File: src/rtl/data_mem_arbiter_pkg.sv
// Shared definitions for the data-memory arbiter slice.
//   mem_state_t : transaction FSM states (IDLE/ISSUE/WAIT/RESP)
//   DEF_ADDR_W  : default memory word address width
//   DEF_DATA_W  : default data width
//   PORT_CORE / PORT_DBG : requester indices (core load/store, readback/debug)
package riscv_mem_pkg;

  typedef enum logic [1:0] {
    IDLE  = 2'd0,
    ISSUE = 2'd1,
    WAIT  = 2'd2,
    RESP  = 2'd3
  } mem_state_t;

  localparam int unsigned DEF_ADDR_W = 8;
  localparam int unsigned DEF_DATA_W = 64;

  localparam logic PORT_CORE = 1'b0;
  localparam logic PORT_DBG  = 1'b1;

endpackage

File: src/rtl/data_mem_arbiter_rr.sv
// Two-way request picker for the data-memory arbiter.
//   valid[1:0]  : pending requests (bit N = port N)
//   last_grant  : port that won the previous acceptance
//   grant[1:0]  : one-hot winner (combinational), 0 when nothing is pending
// PRIO_FIXED != 0 makes port 0 win every tie; otherwise ties go to the port
// that did not win last.
module rr_arbiter2
  import riscv_mem_pkg::*;
#(
  parameter int unsigned PRIO_FIXED = 0
) (
  input  logic [1:0] valid,
  input  logic       last_grant,
  output logic [1:0] grant
);

  always_comb begin
    grant = 2'b00;
    case (valid)
      2'b01: grant = 2'b01;
      2'b10: grant = 2'b10;
      2'b11: begin
        if ((PRIO_FIXED != 0) || (last_grant == PORT_DBG)) grant = 2'b01;
        else                                               grant = 2'b10;
      end
      default: grant = 2'b00;
    endcase
  end

endmodule

File: src/rtl/data_mem_arbiter.sv
// Shares the single-port data memory between the core load/store path
// (port 0) and the readback/debug path (port 1). One transaction in flight,
// registered memory-side outputs, fixed read latency MEM_LAT.
//   clk, reset                : rising-edge clock, async active-low reset
//   rN_valid/ready            : request handshake (ready is combinational)
//   rN_we/addr/wdata          : request payload, latched on acceptance
//   rN_rvalid/rdata           : one-cycle read-valid pulse, data held until next read on that port
//   mem_en/we/addr/wdata      : memory strobe and payload, high only in ISSUE
//   mem_rdata                 : memory read data, valid MEM_LAT cycles after mem_en
//   busy                      : FSM not in IDLE
module data_mem_arbiter
  import riscv_mem_pkg::*;
#(
  parameter int unsigned ADDR_W     = DEF_ADDR_W,
  parameter int unsigned DATA_W     = DEF_DATA_W,
  parameter int unsigned MEM_LAT    = 2,
  parameter int unsigned PRIO_FIXED = 0
) (
  input  logic              clk,
  input  logic              reset,
  input  logic              r0_valid,
  output logic              r0_ready,
  input  logic              r0_we,
  input  logic [ADDR_W-1:0] r0_addr,
  input  logic [DATA_W-1:0] r0_wdata,
  output logic              r0_rvalid,
  output logic [DATA_W-1:0] r0_rdata,
  input  logic              r1_valid,
  output logic              r1_ready,
  input  logic              r1_we,
  input  logic [ADDR_W-1:0] r1_addr,
  input  logic [DATA_W-1:0] r1_wdata,
  output logic              r1_rvalid,
  output logic [DATA_W-1:0] r1_rdata,
  output logic              mem_en,
  output logic              mem_we,
  output logic [ADDR_W-1:0] mem_addr,
  output logic [DATA_W-1:0] mem_wdata,
  input  logic [DATA_W-1:0] mem_rdata,
  output logic              busy
);

  if (MEM_LAT < 1) begin : g_bad_mem_lat
    $error("data_mem_arbiter: MEM_LAT must be >= 1");
  end

  localparam int unsigned CNT_W = (MEM_LAT < 1) ? 1 : $clog2(MEM_LAT + 1);
  localparam logic [CNT_W-1:0] LAST_CNT = CNT_W'((MEM_LAT > 0) ? MEM_LAT - 1 : 0);

  mem_state_t        state_q, state_d;
  logic              last_grant;
  logic [1:0]        grant;
  logic              accept;
  logic              acc_port;
  logic              sel_we;
  logic [ADDR_W-1:0] sel_addr;
  logic [DATA_W-1:0] sel_wdata;
  logic              req_we;
  logic              req_port;
  logic [CNT_W-1:0]  cnt;
  logic              wait_last;

  rr_arbiter2 #(.PRIO_FIXED(PRIO_FIXED)) u_rr (
    .valid      ({r1_valid, r0_valid}),
    .last_grant (last_grant),
    .grant      (grant)
  );

  assign r0_ready  = (state_q == IDLE) && r0_valid && grant[0];
  assign r1_ready  = (state_q == IDLE) && r1_valid && grant[1];
  assign accept    = r0_ready || r1_ready;
  assign acc_port  = r1_ready ? PORT_DBG : PORT_CORE;
  assign sel_we    = r1_ready ? r1_we    : r0_we;
  assign sel_addr  = r1_ready ? r1_addr  : r0_addr;
  assign sel_wdata = r1_ready ? r1_wdata : r0_wdata;
  assign wait_last = (state_q == WAIT) && (cnt == LAST_CNT);
  assign busy      = (state_q != IDLE);

  always_comb begin
    state_d = state_q;
    case (state_q)
      IDLE:    if (accept) state_d = ISSUE;
      ISSUE:   state_d = req_we ? IDLE : WAIT;
      WAIT:    if (wait_last) state_d = RESP;
      RESP:    state_d = IDLE;
      default: state_d = IDLE;
    endcase
  end

  // mem_* are loaded on the accepting edge so they are valid for exactly the
  // ISSUE cycle, and fall back to zero on the following edge.
  always_ff @(posedge clk or negedge reset) begin
    if (!reset) begin
      state_q    <= IDLE;
      last_grant <= PORT_DBG;
      req_we     <= 1'b0;
      req_port   <= PORT_CORE;
      cnt        <= '0;
      mem_en     <= 1'b0;
      mem_we     <= 1'b0;
      mem_addr   <= '0;
      mem_wdata  <= '0;
    end else begin
      state_q   <= state_d;
      cnt       <= (state_q == WAIT) ? cnt + 1'b1 : '0;
      mem_en    <= 1'b0;
      mem_we    <= 1'b0;
      mem_addr  <= '0;
      mem_wdata <= '0;
      if (accept) begin
        last_grant <= acc_port;
        req_we     <= sel_we;
        req_port   <= acc_port;
        mem_en     <= 1'b1;
        mem_we     <= sel_we;
        mem_addr   <= sel_addr;
        mem_wdata  <= sel_wdata;
      end
    end
  end

  always_ff @(posedge clk or negedge reset) begin
    if (!reset) begin
      r0_rvalid <= 1'b0;
      r1_rvalid <= 1'b0;
      r0_rdata  <= '0;
      r1_rdata  <= '0;
    end else begin
      r0_rvalid <= wait_last && (req_port == PORT_CORE);
      r1_rvalid <= wait_last && (req_port == PORT_DBG);
      if (wait_last) begin
        if (req_port == PORT_CORE) r0_rdata <= mem_rdata;
        else                       r1_rdata <= mem_rdata;
      end
    end
  end

endmodule

File: config.mk
export PLATFORM = sky130hd
export DESIGN_NAME = data_mem_arbiter
export DESIGN_NICKNAME = d
export VERILOG_FILES = /design/src/rtl/data_mem_arbiter_pkg.sv /design/src/rtl/data_mem_arbiter_rr.sv /design/src/rtl/data_mem_arbiter.sv
export SDC_FILE = /design/constraint.sdc
export NUM_CORES = 1
export LEC_CHECK = 0
export CAP_MARGIN = 5
export CORE_ASPECT_RATIO = 1.75
export CORE_MARGIN = 10
export CORE_UTILIZATION = 40
export DETAILED_ROUTE_END_ITERATION = 7
export PLACE_DENSITY_LB_ADDON = 0.2
export SYNTH_ARGS = -nofsm -noshare
export SYNTH_HDL_FRONTEND = slang
export SYNTH_SLANG_ARGS = --single-unit
File: constraint.sdc
create_clock -name clk -period 2.15 [get_ports clk]
set_input_delay 0.43 -clock clk [delete_from_list [all_inputs] [get_ports clk]]
set_output_delay 0.43 -clock clk [all_outputs]
set_load 0.03 [all_outputs]
After elaboration in Yosys (flattened, before gate mapping)
Index checks and enable logic that the tools add are counted.

Register bits after elaboration: 211.

Bitwise operators: 1. Mux-type cells: 15. Reduce and logical (&&, ||, !) cells: 13. Add/sub/neg operators: 1. Equality and inequality tests: 9.

Operators by type and width (count): $mux W64 (2); $mux W8 (2); $mux W2 (5); $eq A2 B2 Y1 const B (4); $pmux W2 S4 (1); $logic_and A1 B1 Y1 (7); $eq A2 B1 Y1 const B (3); $pmux W2 S3 (1); $reduce_and A2 Y1 (3); $mux W1 (4); $ne A2 B2 Y1 const B (2); $add A2 B1 Y2 const B (1); $logic_not A2 Y1 (1); $reduce_bool A2 Y1 (1); $logic_or A1 B1 Y1 (1); $not A1 Y1 (1).

Logic depth before layout (Yosys ltp)
Gate-level depths: netlist of the first run.

Word-level depth: 6. Depth in mapped cells: 7.

Modules after synthesis
A second synthesis of the first run with hierarchy kept.

Cell total of the unflattened synthesis: 627. Area total of the unflattened synthesis: 8504.4 µm².

By module, submodules not included: data_mem_arbiter (instances 1, cells an instance 624, area an instance 8485.6 µm², sequential area each 5281.3 µm²); rr_arbiter2 (instances 1, cells an instance 3, area an instance 18.8 µm², sequential area each 0.0 µm²).

Worst setup path before layout of the first run
No wires, ideal clock.

Kind: input-to-output. Start point: input port r0_valid. End point: output port r1_ready. Slack: 0.526 ns. Cell stages on the path: 4. Arrival: 1.194 ns. Path through: a211oi_1 -> buf_4 -> nand2_1 -> inv_1.

Longest elaborated chain between the ends: 3. Elaborated cells between the ends (all ways): 5. Those cells by class: 3 x eq/ne; 1 x mux; 1 x reduce/logical.

Ends and longest elaborated chain: start, declared (line data_mem_arbiter.sv:21) `input logic r0_valid,`; $eq A2 B2 Y1 or $eq A2 B1 Y1 (tied branches) (line data_mem_arbiter_rr.sv:19) `case (valid)`; $pmux W2 S3 * (line data_mem_arbiter_rr.sv:19); $logic_and A1 B1 Y1 * (line data_mem_arbiter.sv:70) `assign r1_ready = (state_q == IDLE) && r1_valid && grant[1];`; end, declared (line data_mem_arbiter.sv:29) `output logic r1_ready,`.

Mark *: on every way between the ends. The rest lies on a longest branch, timed or not.

Worst setup path after layout of the first run
Start point: register state_q[0]. End point: output port r1_ready.

Longest elaborated chain between the ends: 3.

Ends and longest elaborated chain: start, declared (line data_mem_arbiter.sv:50) `mem_state_t state_q, state_d;`; start signal, assigned (line data_mem_arbiter.sv:104) `state_q <= state_d;`; $logic_not A2 Y1 (line data_mem_arbiter.sv:70); $logic_and A1 B1 Y1 (2 in a row) (line data_mem_arbiter.sv:70).

No other way between the ends.

==> results of run 1 <==
## power breakdown
part,internal (mW),switching (mW)
clock,2.09,1.54
sequential,5.68,0.875
combinational,5.19,6.29
## cells in the mapped netlist
| cell | number | area share (%) |
|---|---|---|
| buf_1 | 3 | 0.13 |
| dfstp_2 | 1 | 0.30 |
| inv_1 | 7 | 0.30 |
| dfrtp_1 | 210 | 60 |
| and3_1 | 1 | 0.072 |
| nand4b_1 | 1 | 0.10 |
| clkbuf_1 | 19 | 0.82 |
| nor2_1 | 5 | 0.21 |
| nor3b_1 | 1 | 0.086 |
| buf_4 | 2 | 0.17 |
| mux2_2 | 30 | 3.9 |
| mux2_4 | 98 | 17 |
| buf_6 | 13 | 1.7 |
| buf_2 | 10 | 0.57 |
| a221o_1 | 1 | 0.11 |
| a21oi_1 | 73 | 4.2 |
| nand3_1 | 72 | 4.1 |
| nand2b_1 | 1 | 0.072 |
| o21ai_0 | 73 | 4.2 |
| a211o_1 | 1 | 0.10 |
| nand3b_1 | 1 | 0.086 |
| a21o_1 | 3 | 0.26 |
| buf_12 | 5 | 1.1 |
| nor2_2 | 1 | 0.072 |
| a211oi_1 | 1 | 0.086 |
| nand2_1 | 5 | 0.21 |
| ha_1 | 1 | 0.14 |
## layout make-up
cell class	count	area, sq um	area share [%]
Sequential cell	211	5280	37.7
Timing Repair Buffer	453	4590	32.7
Multi-Input combinational cell	369	3070	21.9
Clock buffer	23	553	3.94
Tap cell	292	365	2.61
Clock inverter	12	123	0.874
Inverter	7	26.3	0.187
Antenna cell	6	15.0	0.107
## layer usage
metal / vias up / track usage (%) / wire length, um
met2: 340 / 38.7 / 16800
met3: 54 / 8.88 / 3160
met5: - / 0 / 0
met4: 0 / 10.5 / 1460
li1: 3109 / - / -
met1: 3422 / 19.7 / 10100
## flip-flops by register name (all words and copies together) (netlist names), named ones only
name,cells
cnt,2
last_grant,1
mem_addr,8
mem_en,1
mem_wdata,64
mem_we,1
r0_rdata,64
r0_rvalid,1
r1_rdata,64
r1_rvalid,1
req_port,1
req_we,1
state_q,1
## worst register-to-register path: stages (launching register included)
cell	delay, ps
dfrtp_1	390
buf_4	170
nand3b_1	220
nor2_4	180
buf_12	270
mux2_2	410
## logic make-up after synthesis
family                     Yosys count  synth area share (%)
DFF                                211                  60.4
AOI/OAI and AO/OA                  152                  8.92
muxes                              128                  20.7
and+or+nand+nor                     88                  5.04
buffers and inverters               59                  4.81
adders and majority gates            1                 0.143
## final timing paths
check | from | to | slack, ps | depth (start not counted)
setup / recovery | state_q[0] | r1_ready | 90 | 5
hold / removal | r1_valid | mem_we | 370 | 3
setup reg to reg | state_q[0] | r0_rdata[2] | 400 | 5
hold reg to reg | cnt[0] | cnt[0] | 430 | 1
max in group asynchronous | reset | last_grant | 1050 | 3
min in group asynchronous | reset | r1_rdata[48] | 470 | 2
## metrics by stage
stage	cells	util [%]	cell area [sq um]	worst slack, ps	hold slack [ps]
global placement	1331	62.0	13300	127	420
floorplan	639	-	8740	526	134
CTS	1367	65.1	14000	14.9	328
detailed placement	1331	62.0	13300	117	427
global route	1373	65.2	14000	4.42	388
finish	1373	65.2	14000	86.1	370
## what timing repair did
action / CTS / global route
endpoints found under the hold margin: 51 / 0
setup endpoints to repair: 3 / 2
pin swaps: 0 / 0
gates resized for setup: 3 / 3
hold buffers: 1 / 0
buffers inserted: 0 / 0
==> results_dict.tcl, run 1 <==
set metrics [dict create \
    status "finished, final reports clean" \
    drive_gt1_share_pct 19.1 \
    area_delta_synth_final_pct 60.4 \
    die-height_um 216 \
    timing.final.crit_share_pct 96.0 \
    row_count 71 \
    htree_levels 1 \
    crit_type "register to output port" \
    drcViolationCount 0 \
    detailed_place_hpwl_um 24200 \
    cts_tree "yes" \
    synth_seq_area_share_pct 60.4 \
    start_kind "register" \
    path_max_fanout 6 \
    clkLatencyLatePin_ps 500 \
    powerDensity_mw_per_mm2 1550 \
    numCtsBuffers 20 \
    end_kind "output port" \
    rsz0062_at_grt "no" \
    max_freq_ghz 0.485 \
    worst-path-buf-inv 3 \
    max-vdd-ir-drop_uv 757 \
    layout_commonest_cell "clkdlybuf4s50_1" \
    crit_chain "buf_4 > a211oi_4 > nand2_1 > inv_2 > buf_6" \
    crit_family "buffers and inverters" \
    worstMarginPinSlew_ps 500 \
    postSynthCellCount 639 \
    drv_cap 0 \
    dr.pass1.iters 5 \
    boundaryPins 421 \
    synth_warnings 0 \
    root_buffer "clkbuf_16" \
    finalHoldViolCount 0 \
    die-area_sq_mm 0.0284 \
    io_buffers 420 \
    synth-seq-cells 211 \
    grt_overflow_total 0 \
    grt_usage_pct 21.2 \
    crit_path_max_incr_delay_ps 390 \
    fp.dieW_um 132 \
    netlist_area_sq_mm 0.00874 \
    vias 6925 \
    gp_congestion 0.894 \
    cp_slowest_cell "dfrtp_1" \
    worst-endpoint-arrival_ps 1630 \
    ctsLongestPathBuffers 3 \
    finalSetupTns_ps 0 \
    clk_pin_slew_worst_paths_ps 70 \
    synth_nets 854 \
    drt_iter0_drc 332 \
    ant_nets 0 \
    avgSynthCellArea_sq_um 13.7 \
    viasPerCell 5.04 \
    maxSlewHeadroom_pct 66.7 \
    period_needed_ps 2060 \
    required_ps 1720 \
    grt_pass1_vias 7686 \
    fillers 1758 \
    netlist-cell-type-count 27 \
    mostFrequentLayoutCells "clkdlybuf4s50_1, dfrtp_1, mux2_4, a21oi_1" \
    setup_violations 0 \
    finalClockSkew_ps 10.6 \
    final-max-slew-violation-count 0 \
    wl_um 31500 \
    p_leak_nw 6.10 \
    grt_max_degree 73 \
    antenna_found_initial 6 \
    finalNetCount 1277 \
    power.total_mw 21.7 \
    wire_per_inst_um 23.0 \
    clock-sinks 211 \
    core_area_sq_mm 0.0215 \
    hold_class "input port to register" \
    start_util_pct 40.7 \
    grt_pass1_wl_um 47100 \
]
Note: power is estimated with default switching activity, not from simulation.
==> inputs of run 2 (changes only) <==
Settings changed: CORE_AREA set to 2 2 165 167, CORE_ASPECT_RATIO 1.75 to unset, CORE_MARGIN 10 to unset, CORE_UTILIZATION 40 to unset, DIE_AREA set to 0 0 167 169, HOLD_SLACK_MARGIN set to 0.02.
==> results_dict.tcl, run 2 (synthesis results as in run 1) <==
set metrics [dict create \
    status "finished, final reports clean" \
    grt_pass1_vias 7244 \
    route.top_layer_used "met4" \
    timing.final.crit_share_pct 97.0 \
    min_path_cells 3 \
    cts_tree "yes" \
    finalSetupTns_ps 0 \
    worstMarginPinSlew_ps 586 \
    wire_per_inst_um 19.9 \
    switching_share_pct 39.0 \
    sequentialPowerShare_pct 29.9 \
    grt_usage_pct 19.5 \
    clkPwrFrac_pct 18.7 \
    maxSlewHeadroom_pct 60.9 \
    p_comb_share_pct 51.4 \
    placed_area_sq_mm 0.0134 \
    fp.dieW_um 167 \
    grt_pass1_wl_um 43200 \
    internal_power_mw 13.4 \
    p_leak_nw 6.16 \
    die-height_um 169 \
    wl_um 28400 \
    antenna_cells 0 \
    fin_area_sq_mm 0.0142 \
    antenna_found_initial 0 \
    die-area_sq_mm 0.0282 \
    crit_path_max_incr_delay_ps 480 \
    wl_met3_um 2640 \
    finalHoldViolCount 0 \
    clk_pin_slew_worst_paths_ps 60 \
    fin_ws_ps 64.2 \
    row_count 60 \
    fillers 2296 \
    cp_slowest_cell "dfrtp_2" \
    core_area_sq_mm 0.0265 \
    drv_cap 0 \
    detailed_place_hpwl_um 20500 \
    clock-sinks 211 \
    power.switching_mw 8.59 \
    worst-endpoint-arrival_ps 1660 \
    multi_input_comb_area_sq_mm 0.00308 \
    layout_commonest_cell "clkdlybuf4s50_1" \
    reg.largest.list "mem_wdata x64, r0_rdata x64, r1_rdata x64" \
    htree_levels 1 \
    drt_iter0_drc 360 \
    reg2reg_to "r0_rdata[3]" \
    powerDensity_mw_per_mm2 1550 \
    path_max_fanout 7 \
    rsz0062_at_grt "yes" \
    r2r_slack_ps 360 \
    gp_congestion 0.846 \
    crit_type "register to output port" \
    max_freq_ghz 0.479 \
    drive_gt1_share_pct 19.5 \
    finalNetCount 1285 \
    dr_wl_met2_um 13800 \
    ctsLongestPathBuffers 3 \
    grt_max_degree 60 \
    area_delta_synth_final_pct 62.6 \
    root_buffer "clkbuf_16" \
    required_ps 1720 \
    seq_area_sq_mm 0.00528 \
    grt_overflow_total 0 \
    viasPerCell 4.85 \
    numCtsBuffers 25 \
    dr.pass1.iters 4 \
    vias 6924 \
    boundaryPins 421 \
    setup_violations 0 \
    r2r_cells 5 \
    finalClockSkew_ps 21.8 \
    hold_class "input port to register" \
    ant_nets 0 \
    clkLatencyLatePin_ps 520 \
    max-vdd-ir-drop_uv 1120 \
    io_buffers 420 \
    final-max-slew-violation-count 0 \
    start_util_pct 33.0 \
    wl_met1_um 11300 \
    start_kind "register" \
    mostFrequentLayoutCells "clkdlybuf4s50_1, dfrtp_1, mux2_4" \
    place_ws_ps 58.6 \
    crit_chain "nor2_4 > buf_4 > nand2_1 > a21oi_2 > buf_6" \
    period_needed_ps 2090 \
    end_kind "output port" \
    holdPathEnd "mem_wdata[57]" \
    worstHoldStart "r1_valid" \
    drcViolationCount 0 \
]
==> run 2: timing repair <==
item,in CTS,in global routing
hold buffers,1,0
endpoints found under the hold margin,41,0
gates resized for setup,6,2
buffers inserted,0,1
pin swaps,0,1
setup endpoints to repair,2,2
==> run 2: worst max path at each step <==
stage	cells after the start	slack [ps]	startpoint	end
final	5	60	state_q[0]	r0_ready
after global routing	5	-10	state_q[0]	r0_ready
after CTS	5	20	state_q[0]	r0_ready
after detailed placement	5	60	r0_valid	mem_wdata[55]
after global placement	5	90	r0_valid	mem_wdata[55]
after floorplan	4	530	r0_valid	r1_ready
==> run 2: stage by stage <==
step                instances  power, mW  hold slack, ps  util [%]
floorplan                 639       13.0             134         -
global placement         1382       17.9             422      50.5
detailed placement       1382       18.0             433      50.5
CTS                      1426       22.2             256      53.6
global route             1427       23.1             292      53.6
finish                   1427       22.0             289      53.6
==> run 2: final cells by class <==
type                    instances  share of cell area (%)
clock buffers                  37                    5.00
multi-input cells             369                    21.7
inverters                       7                   0.185
well taps                     341                    3.00
flip-flops and latches        211                    37.2
repair buffers                456                    32.4
clock inverters                 6                   0.590
==> run 2: worst max-delay path, delay by kind of cell, from the launching register on <==
family	cells	cell delay, ps
AND/OR/NAND/NOR	2	210
AO/OA/AOI/OAI	1	170
buffers and inverters	2	280
flip-flops	1	480
==> run 2: layer usage <==
| metal | vias up | global-route usage [%] |
|---|---|---|
| met5 | - | 0 |
| met3 | 42 | 6.36 |
| met1 | 3428 | 23.8 |
| li1 | 3129 | - |
| met2 | 325 | 33.2 |
| met4 | 0 | 5.47 |
==> run 2: power by group through the flow <==
stage | Clock, mW | Combinational (mW) | Sequential, mW
final | 4.12 | 11.3 | 6.59
after global placement | 0 | 11.3 | 6.59
after floorplan | 0 | 3.18 | 9.85
after detailed placement | 0 | 11.3 | 6.63
after global routing | 4.42 | 11.8 | 6.82
after CTS | 4.24 | 11.4 | 6.60
==> inputs of run 3 (changes only) <==
Settings changed: HOLD_SLACK_MARGIN 0.02 to 0.05.
==> results of run 3 <==
Final layout, timing and power as in run 2 (identical DEF).
